### config.mk
export PLATFORM = sky130hd
export DESIGN_NAME = result_queue_drain
export DESIGN_NICKNAME = d
export VERILOG_FILES = /design/src/rtl/result_queue_drain_pkg.sv /design/src/rtl/result_drain_scaler.sv /design/src/rtl/result_queue_drain.sv
export SDC_FILE = /design/constraint.sdc
export NUM_CORES = 1
export LEC_CHECK = 0
export BUFFER_PORTS_ARGS = -buffer_cell sky130_fd_sc_hd__buf_2
export CORE_UTILIZATION = 35
export CTS_BUF_LIST = sky130_fd_sc_hd__clkbuf_8 sky130_fd_sc_hd__clkbuf_16
export DETAILED_ROUTE_END_ITERATION = 16
export HOLD_SLACK_MARGIN = 0.08
export PLACE_DENSITY_LB_ADDON = 0.3
export SYNTH_ARGS = -nofsm -noshare
export SYNTH_HDL_FRONTEND = slang
export SYNTH_SLANG_ARGS = --single-unit
### constraint.sdc
create_clock -name clk -period 9.66 [get_ports clk]
set_clock_uncertainty 0.05 [all_clocks]
set_input_delay 1.449 -clock clk [delete_from_list [all_inputs] [get_ports clk]]
set_output_delay 1.449 -clock clk [all_outputs]
set_load 0.005 [all_outputs]
### src/rtl/result_queue_drain_pkg.sv
// result_queue_drain_pkg: shared queue/global definitions plus drain FSM states and Q8.8 scale-factor table
package globalDefinitions;
  localparam int supportedScaleIterations = 8;
endpackage

package pkg_resultQueue;
  localparam int resultQueueScaleBits = 4;
  localparam int resultQueueCoordBits = 16;
  localparam int WIDTH = resultQueueScaleBits + 2 * resultQueueCoordBits;
endpackage

package pkg_resultDrain;
  import pkg_resultQueue::*;
  import globalDefinitions::*;
  typedef enum logic [2:0] {IDLE, POP, CAPTURE, SCALE, EMIT, EOF} drain_state_t;
  localparam int DEFAULT_OUT_COORD_BITS = 16;
  localparam int DEFAULT_FRAC_BITS = 8;
  localparam int SCALE_IDX_BITS = $clog2(supportedScaleIterations);
  // round(1.25^s * 256)
  localparam logic [15:0] scaleFactorTable [supportedScaleIterations] =
    '{16'd256, 16'd320, 16'd400, 16'd500, 16'd625, 16'd781, 16'd977, 16'd1221};
endpackage

### src/rtl/result_drain_scaler.sv
// result_drain_scaler: combinational scale-factor lookup and saturating coordinate rescale
module result_drain_scaler
  import pkg_resultQueue::*, globalDefinitions::*, pkg_resultDrain::*;
#(
  parameter int OUT_COORD_BITS = DEFAULT_OUT_COORD_BITS,
  parameter int FRAC_BITS = DEFAULT_FRAC_BITS
) (
  input  logic [resultQueueCoordBits-1:0] x,
  input  logic [resultQueueCoordBits-1:0] y,
  input  logic [resultQueueScaleBits-1:0] scale,
  output logic [OUT_COORD_BITS-1:0]       sx,
  output logic [OUT_COORD_BITS-1:0]       sy
);
  localparam int PW = resultQueueCoordBits + 16;
  logic [15:0] f;
  logic [PW-1:0] px, py;
  always_comb begin
    f = 32'(scale) < supportedScaleIterations ? scaleFactorTable[scale[SCALE_IDX_BITS-1:0]] : 16'(1 << FRAC_BITS);
    px = (PW'(x) * PW'(f)) >> FRAC_BITS;
    py = (PW'(y) * PW'(f)) >> FRAC_BITS;
    sx = |px[PW-1:OUT_COORD_BITS] ? '1 : px[OUT_COORD_BITS-1:0];
    sy = |py[PW-1:OUT_COORD_BITS] ? '1 : py[OUT_COORD_BITS-1:0];
  end
endmodule

### src/rtl/result_queue_drain.sv
// result_queue_drain: pops detections, rescales them to image space, appends an EOF record per frame.
// Optional per-frame detection counter on det_count: RESULT_QUEUE_DRAIN_STATS_EN.
module result_queue_drain
  import pkg_resultQueue::*, pkg_resultDrain::*;
#(
  parameter int OUT_COORD_BITS = DEFAULT_OUT_COORD_BITS,
  parameter int FRAC_BITS = DEFAULT_FRAC_BITS
) (
  input  logic                            clk,
  input  logic                            reset,
  input  logic [WIDTH-1:0]                rq_q,
  input  logic                            rq_empty,
  output logic                            rq_re,
  input  logic                            frame_done,
  output logic                            out_valid,
  input  logic                            out_ready,
  output logic [OUT_COORD_BITS-1:0]       out_x,
  output logic [OUT_COORD_BITS-1:0]       out_y,
  output logic [resultQueueScaleBits-1:0] out_scale,
  output logic                            out_eof,
  output logic [15:0]                     det_count
);
  localparam int CB = resultQueueCoordBits;
  drain_state_t state, nxt;
  logic [WIDTH-1:0] cap;
  logic [OUT_COORD_BITS-1:0] sx, sy, x_r, y_r;
  logic [resultQueueScaleBits-1:0] s_r;
  logic eof_pending;

  result_drain_scaler #(.OUT_COORD_BITS(OUT_COORD_BITS), .FRAC_BITS(FRAC_BITS)) u_scaler (
    .x(cap[CB-1:0]),
    .y(cap[2*CB-1:CB]),
    .scale(cap[WIDTH-1:2*CB]),
    .sx(sx),
    .sy(sy)
  );

  // queued entries always win over a pending EOF so detections precede their frame marker
  always_comb begin
    nxt = state;
    case (state)
      IDLE:      nxt = !rq_empty ? POP : eof_pending ? EOF : IDLE;
      POP:       nxt = CAPTURE;
      CAPTURE:   nxt = SCALE;
      SCALE:     nxt = EMIT;
      EMIT, EOF: nxt = out_ready ? IDLE : state;
      default:   nxt = IDLE;
    endcase
  end

  assign rq_re     = state == POP;
  assign out_eof   = state == EOF;
  assign out_valid = state == EMIT || state == EOF;
  assign out_x     = out_eof ? '0 : x_r;
  assign out_y     = out_eof ? '0 : y_r;
  assign out_scale = out_eof ? '0 : s_r;

  always_ff @(posedge clk or posedge reset)
    if (reset) begin
      state <= IDLE;
      cap <= '0;
      x_r <= '0;
      y_r <= '0;
      s_r <= '0;
      eof_pending <= 1'b0;
    end else begin
      state <= nxt;
      eof_pending <= (state == EOF && out_ready) ? 1'b0 : eof_pending | frame_done;
      if (state == CAPTURE) cap <= rq_q;
      if (state == SCALE) begin
        x_r <= sx;
        y_r <= sy;
        s_r <= cap[WIDTH-1:2*CB];
      end
    end

`ifdef RESULT_QUEUE_DRAIN_STATS_EN
  logic [15:0] cnt;
  always_ff @(posedge clk or posedge reset)
    if (reset) cnt <= '0;
    else if (state == EOF && out_ready) cnt <= '0;
    else if (state == EMIT && out_ready && cnt != 16'hFFFF) cnt <= cnt + 16'd1;
  assign det_count = out_eof ? cnt : '0;
`else
  assign det_count = '0;
`endif
endmodule

# Yosys cells after proc, flatten, opt, wreduce, memory -nomap -nowiden
# Memories as Yosys holds them, arrays and structs flattened.
# Cells that the tools add are included.
[totals]
wordCells = 38
memories = 1
rom_bits = 128
regBits = 76
output_inout_bits = 55
[op_classes]
n_mul = 2
muxes = 13
n_eq_ne = 6
n_lt_le_gt_ge = 2
n_bitwise = 2
reduce_logical = 6
[memory_table]
columns = ["name", "words", "word_bits", "rd", "rd_ports_with_merged_regs", "wr", "line", "text"]
rows = [
  ["(name not given)", 8, 16, 1, 0, 0, "result_drain_scaler.sv:18", "f = 32'(scale) < supportedScaleIterations ? scaleFactorTable[scale[SCALE_IDX_BITS-1:0]] : 16'(1 << FRAC_BITS);"],
]
[ops]
columns = ["cell", "count"]
rows = [
  ["$mux 16", 7],
  ["$mul 16x16->32", 2],
  ["$reduce_or 8->1", 2],
  ["$pmux 3 s5", 1],
  ["$mux 3", 3],
  ["$eq 3x2->1 const B", 2],
  ["$eq 3x3->1 const B", 2],
  ["$ge 4x4->1 const B", 1],
  ["$lt 4x4->1 const B", 1],
  ["$mux 4", 1],
  ["$not 3->4", 1],
  ["$eq 3x1->1 const B", 1],
  ["$logic_not 3->1", 1],
  ["$ne 2x2->1 const B", 1],
  ["$reduce_or 2->1", 1],
  ["$logic_and 1x1->1", 1],
  ["$logic_or 1x1->1", 1],
  ["$mux 1", 1],
  ["$or 1x1->1", 1],
]

# Longest topological paths before layout
# Gate-level depths: netlist (run 1).
[depth]
depth_word = 8
depth_mapped = 27

# By module
# A second synthesis (run 1) with hierarchy kept.
[unflattened]
hier_cells = 1708
area_unflattened_um2 = 16101.7
[by_module_without_submodules]
columns = ["mod", "instances", "area_each_um2", "cells_each"]
rows = [
  ["result_drain_scaler", 1, 12522.0, 1475],
  ["result_queue_drain", 1, 3579.7, 233],
]

# Least setup slack after synthesis (run 1)
# No wires, ideal clock.
[synth_timing]
path_type = "reg-to-reg"
start = "register cap[32]"
end = "register y_r[1]"
period_less_slack_ps = 6700
setup_ps = 121
path_buffers = 2
slack_ps = 2960
path_stages_with_launch = 25
t_arrival_ps = 6529
required_time_ps = 9489
path_cell_list = "dfrtp_1 -> ha_1 -> mux2_2 -> nor2_1 -> clkbuf_1 -> and2_1 -> fa_1 -> inv_1 -> fa_1 -> fa_1 -> inv_1 -> fa_1 -> fa_1 -> inv_1 -> fa_1 -> inv_1 -> ha_1 -> a211oi_1 -> a211oi_1 -> a211o_2 -> o31a_1 -> nor4_2 -> o221ai_2 -> buf_6 -> o22a_1"
[synth_via]
elab_chain_len = 8
[synth_rtl]
columns = ["element", "line", "text"]
rows = [
  ["start, declared", "result_queue_drain.sv:25", "logic [WIDTH-1:0] cap;"],
  ["start signal, assigned", "result_queue_drain.sv:69", "if (state == CAPTURE) cap <= rq_q;"],
  ["$not 3->4 (implied by the code)", "result_drain_scaler.sv:18", ""],
  ["$mem_v2 8x16", "-", ""],
  ["$mux 16 (implied by the code) (2 in series)", "result_drain_scaler.sv:18", ""],
  ["$mux 16 (*)", "result_drain_scaler.sv:18", ""],
  ["$mul 16x16->32 (*)", "result_drain_scaler.sv:20", "py = (PW'(y) * PW'(f)) >> FRAC_BITS;"],
  ["$reduce_or 8->1", "result_drain_scaler.sv:22", "sy = |py[PW-1:OUT_COORD_BITS] ? '1 : py[OUT_COORD_BITS-1:0];"],
  ["$mux 16 (*)", "result_drain_scaler.sv:22", ""],
  ["end signal, assigned", "result_queue_drain.sv:72", "y_r <= sy;"],
  ["end, declared", "result_queue_drain.sv:26", "logic [OUT_COORD_BITS-1:0] sx, sy, x_r, y_r;"],
]
# Mark *: on every way between the ends. The rest lies on a longest branch, timed or not. The select of a mux whose other input is x is not followed.
# A chain may end at the register's enable or synchronous reset.

# Worst setup path in the final report (run 1)
[layout_timing]
start = "register cap[32]"
end = "register y_r[10]"
# The elaborated chain is that of the path after synthesis.

==> results.md, run 1 <==
* Status: completed
* Top cell by count, worst path: fa_1
* DIE HEIGHT at ~210 microns
* CTS HTree Levels at 3
* # DRC at 0
* Vias at 10900
* Setup Viol. Count Final at 0
* Cell total after placement at 2280
* Crit path time final at between 7 and 8 ns
* Setup TNS at 0 ns
* Starting Density at 0.3564
* Layout cell share with drive strength beyond 1 at 0.09819
* Die area at 44900 sq um
* DR vias/cell at roughly 4.7
* Area contributors post-synth: fa_1 (28%), ha_1 (18%), dfrtp_1 (12%)
* Final Hold Fails at 0
* Unrepaired setup endpoints after global routing: false
* Mapped cell area at 15420 sq um
* Routed WL at 37140 microns
* Fmax achieved at 0.1307 GHz
* CORE AREA at about 43000 sq um
* Synth top area share at 0.2830
* First drt pass iteration count at 5
* Avg WL per Cell at about 16 microns
* CTS tree: built
* Layout area overhead at 8.026%
* Insertion delay to the later sink of the worst-skew pair at between 0.3 and 0.4 ns
* Clock sinks at 76
* Max clock buf depth at 2
* Antenna violations before repair at 1
* Total setup buffers inserted after CTS at 0
* Crit share post-route at 0.7918
* Antenna cells at 0
* First-pass GRT wire length at 62380 microns
* Number of max-cap violations at 0
* Synth area leader: fa_1
* Commonest non-fill, non-tap cell in the layout: inv_1
* Critical path class: flop to flop
* Die Width at about 210 microns
* FFs w/ async S/R, synth at 1.000
* Delay-heaviest family, CP: adder cells
* Antenna-violating nets left at 0
* Fin nets at 2184
* Pin count of the biggest net entering global routing at 77
* Buffers on Ports at 79
* Critical Path Fanout Max at 33
* Slowest stage delay, CP at 0.57 ns
* Type of origin of the critical path: flop
* CP Data Required Time at 9.91 ns
* Crit end category: flop
* Vias in the first global route at 11760
* Post-CTS sizing at 0
* RePlAce Congestion at slightly below 0.9
* Clock slew at reported path FFs at 0.06 ns
* Gr usage total at 0.1777
* EDFF count, synth at 0
* Synth cell types at 62
* Post-synthesis sequential area ratio at 0.1233
* Commonest non-fill, non-tap cells in the layout: inv_1 (373), and2_1 (239), ha_1 (219)
* Actual slew at the worst max-slew pin at roughly 1.1 ns
* TritonCTS Buffers at 9
* WP data arrival at around 7.9 ns
* #FFs+latches synth at 76
* Ports at 96
* Clock root buffer master: clkbuf_16
* Finished Layout Cells at about 2300
* Main flop type after synthesis: dfrtp_1
* Critical-path top delay cell: o221ai_2
* Crit path cell chain: ha_1, buf_4, nand2b_1, a21oi_2, buf_4, and2_1, fa_1, inv_1, fa_1, fa_1, inv_1, fa_1, fa_1, inv_1, fa_1, inv_1, ha_1, a211oi_1, a211oi_1, a211o_2, o31a_1, mux2i_1, o221ai_2, o22a_2
* Slew margin rel. at 0.2708
* Hold Path Class: flop to flop
* FP Rows at 76
* YS warnings at 0
* Gate Count Post-Synth at ~1700
* Crit path buf inv count at 6
* Pins Over Slew Limit at 0
* Overflow after GRT at 0
* DP Wirelength at ~30000 microns
* CTS hold repair buffers at 0
* Initial DRC count at 400
* Syn_area_per_cell at 9.277 sq um
==> logic make-up after synthesis <==
| group | count (synthesis) | share of synthesized area |
|---|---|---|
| AOI/OAI and AO/OA | 168 | 0.07636 |
| adders and majority gates | 437 | 0.4608 |
| xor gates and xnor gates | 33 | 0.01874 |
| and+or+nand+nor | 457 | 0.1749 |
| other | 1 | 0.0002432 |
| DFF | 76 | 0.1233 |
| buffers and inverters | 448 | 0.1152 |
| muxes | 42 | 0.03043 |
==> synth_stat cells, drive strengths merged, types with 17 or more instances <==
master and instances:
buf 25, and3 66, a21oi 44, and2 240, fa 218, inv 373, xnor2 17, nor2b 25
o21ai 28, ha 219, nand2 55, dfrtp 76, clkbuf 50, nor2 22, mux2 39, o22a 31
==> path summary, 6_finish.rpt <==
path                       startpoint      end  slack [ns]  depth (start not counted)
max                           cap[32]  y_r[10]        2.01                         24
min                            y_r[9]   y_r[9]        0.45                          1
max reg2reg                   cap[32]  y_r[10]        2.01                         24
min reg2reg                    y_r[9]   y_r[9]        0.45                          1
max in group asynchronous       reset  x_r[14]        7.48                          3
min in group asynchronous       reset  y_r[13]        1.34                          3
==> flip-flops by register name (all words and copies together), names as in the netlist <==
| name | count |
|---|---|
| cap | 36 |
| eof_pending | 1 |
| s_r | 4 |
| state | 3 |
| x_r | 16 |
| y_r | 16 |
==> layer usage <==
metal	vias up	part of all wire	track usage
li1	5275	-	-
met5	-	0	0
met4	0	0.022	0.04723
met2	112	0.51	0.3199
met3	36	0.018	0.02225
met1	5478	0.45	0.2224
==> stage by stage <==
step	hold slack (ns)	utilization	worst slack, ns	area, sq um
global placement	0.4369	0.3776	2.225	16340
detailed placement	0.4399	0.3776	2.050	16340
floorplan	0.4221	-	2.960	15470
global route	0.4683	0.3850	1.559	16660
CTS	0.4545	0.3850	2.029	16660
finish	0.4473	0.3850	2.011	16660
==> area by class of cell <==
type | instances | area [sq um]
timing repair buffer | 93 | 500.5
clock buffer | 9 | 225.2
multi-input combinational | 1153 | 11800
sequential | 76 | 1902
tap | 585 | 732.0
inverter | 373 | 1401
fill | 4457 | 26610
clock inverter | 7 | 92.59
Power of run 1 is left out: the tool's default activity adds up to more than one toggle a clock period on the data nets, which glitch-free logic cannot reach.
==> run 2: changes to the inputs <==
- clock period: 9.66 -> 6.6 ns (I/O delays scaled with it)
==> run 2 against run 1 <==
The run now ends with negative setup slack left. Worst hold slack worse by 0.00096 ns. Sequential cell count stayed put. Final area is 9.3% higher. Via count is 4.7% higher. Global-route usage is 0.60 points higher. Non-clock buffer count is 112 higher. Critical path type unchanged.
==> results.md, run 2 (synthesis results as in run 1) <==
* Status: finished, violations left
* Violated checks: negative setup slack
* Buffers on Ports at 79 (unchanged)
* Initial DRC count at 435 (+8.8%)
* Crit path time final at 6.623 ns (-1.026 ns)
* Commonest non-fill, non-tap cell in the layout: inv_1
* Largest registers: cap x36, x_r x16, y_r x16
* Die Width at 211.9 microns (unchanged)
* Insertion delay to the later sink of the worst-skew pair at 0.39 ns (+0.02 ns)
* Fin nets at 2296 (+5.1%)
* Worst R2R Start: cap[33]
* Vias at 11420 (+4.7%)
* Layout area overhead at 18.02%
* Unrepaired setup endpoints after global routing: true
* CTS HTree Levels at 3 (unchanged)
* Clock root buffer master: clkbuf_16
* Largest register FFs at 36 (unchanged)
* # DRC at 0 (unchanged)
* Hold Path Class: flop to flop
* Starting Density at 0.3564 (unchanged)
* Sequential cell area at 1904 sq um (+0.13%)
* Fill count at 4252 (-4.6%)
* Crit path to: x_r[2]
* Number of max-cap violations at 0 (unchanged)
* CTS tree: built
* Top cell by count, worst path: fa_1
* DP Wirelength at 31650 microns (+4.0%)
* Reg2reg path depth at 28 (+17%)
* Post-DP Area at 17080 sq um (+4.5%)
* First-pass GRT wire length at 63790 microns (+2.3%)
* Crit end category: flop
* Critical path class: flop to flop
* Max clock buf depth at 2 (unchanged)
* Commonest non-fill, non-tap cells in the layout: inv_1 (358), and2_1 (224), fa_1 (205)
* Crit share post-route at 1.003 (+0.2116)
* Clock sinks at 76 (unchanged)
* Slowest stage delay, CP at 0.50 ns (-0.07 ns)
* Setup WS post-layout at -0.02299 ns (-2.034 ns)
* First drt pass iteration count at 4 (-1)
* Register-to-Register Setup Slack at -0.02 ns (-2.03 ns)
* WP data arrival at 6.83 ns (-1.07 ns)
* Antenna cells at 0 (unchanged)
* Gr usage total at 0.1836 (+0.005957)
* Worst setup startpoint: cap[33]
* DIE HEIGHT at 211.9 microns (unchanged)
* Antenna-violating nets left at 0 (unchanged)
* Ports at 96 (unchanged)
* Pin count of the biggest net entering global routing at 46 (-40%)
* RePlAce Congestion at 0.9000 (+1.8%)
* Largest reg by FF count: cap
* Die area at 44900 sq um (unchanged)
* Critical Path Fanout Max at 8 (-76%)
* Routed WL at 38930 microns (+4.8%)
* Avg WL per Cell at 16.17 microns (about the same)
* Layout cell share with drive strength beyond 1 at 0.2106 (+0.1125)
* Antenna violations before repair at 0 (-1)
* FP Rows at 76 (unchanged)
* Pins Over Slew Limit at 0 (unchanged)
* Slew margin rel. at 0.3050 (+0.03421)
* Critical-path top delay cell: fa_1
* Vias in the first global route at 12210 (+3.9%)
* DR vias/cell at 4.741 (-0.15%)
* Area of the multi-input gates at 12330 sq um (+4.5%)
* CTS hold repair buffers at 0 (unchanged)
* Clock slew at reported path FFs at 0.06 ns (about the same)
* Final Hold Fails at 0 (unchanged)
* Setup Viol. Count Final at 22 (+22)
* Type of origin of the critical path: flop
* Hold WS at 0.4463 ns (-0.0009580 ns)
* TritonCTS Buffers at 9 (unchanged)
* Overflow after GRT at 0 (unchanged)
* Actual slew at the worst max-slew pin at 1.042 ns (-0.05132 ns)
* CORE AREA at 43270 sq um (unchanged)
* CP Data Required Time at 6.81 ns (-3.10 ns)
* Post-route cell area at 18200 sq um (+9.3%)
* Fmax achieved at 0.1510 GHz (+15%)
* Reg-to-Reg End: x_r[2]
==> run 2: changes by cell type in the layout (fill, tap and decap cells not counted), moves of 6 or more <==
| cell | delta |
|---|---|
| buf_6 | +9 |
| and2_4 | +15 |
| a21oi_1 | -6 |
| ha_2 | +6 |
| inv_2 | +14 |
| fa_2 | +13 |
| ha_1 | -24 |
| buf_4 | +92 |
| fa_1 | -13 |
| inv_1 | -15 |
| buf_12 | +7 |
| and2_1 | -15 |
| ha_4 | +18 |
==> run 2: worst max-delay path, delay by kind of cell, from the launching register on <==
kind            cells  cell delay [ns]
compound gates      6             1.20
mux                 1             0.15
flops               1             0.42
xor+xnor            1             0.24
simple gates        3             0.32
buf+inv             9             0.85
fa+ha+maj           8             3.27
==> run 2: final cells by class <==
| cell class | instances | area share |
|---|---|---|
| tap | 585 | 0.04022 |
| sequential | 76 | 0.1046 |
| inverter | 373 | 0.07715 |
| clock buffer | 10 | 0.01313 |
| multi-input combinational | 1153 | 0.6776 |
| clock inverter | 6 | 0.003575 |
| timing repair buffer | 205 | 0.08368 |
==> run 2: worst min path at each step <==
stage,startpoint,endpoint,slack [ns],cells past startpoint
after floorplan,s_r[0],s_r[0],0.42,1
after global placement,y_r[4],y_r[4],0.43,1
after detailed placement,y_r[8],y_r[8],0.44,1
after CTS,y_r[8],y_r[8],0.46,1
after global routing,y_r[6],y_r[6],0.47,1
final,y_r[8],y_r[8],0.45,1
==> run 2: metal layers <==
layer	vias to the layer above	track usage	share of wire
met2	173	0.3297	0.51
met3	57	0.02641	0.036
met5	-	0	0
met1	5680	0.2246	0.43
met4	0	0.05872	0.026
li1	5506	-	-
==> run 2: what timing repair did <==
action	CTS	global route
pin swaps	5	63
endpoints found under the setup margin	31	32
cloned	2	2
buffers inserted	16	5
resized for setup	27	109
==> run 2: through the flow <==
stage	util	TNS (ns)	instances	worst slack, ns
finish	0.4206	-0.2030	2408	-0.02299
global route	0.4206	-6.445	2408	-0.2293
CTS	0.4092	-1.853	2402	-0.08069
detailed placement	0.3948	-3.044	2368	-0.1207
global placement	0.3948	-0.9460	2368	-0.05846
floorplan	-	0	1677	0.02704
Power of run 2 is left out for the same reason.
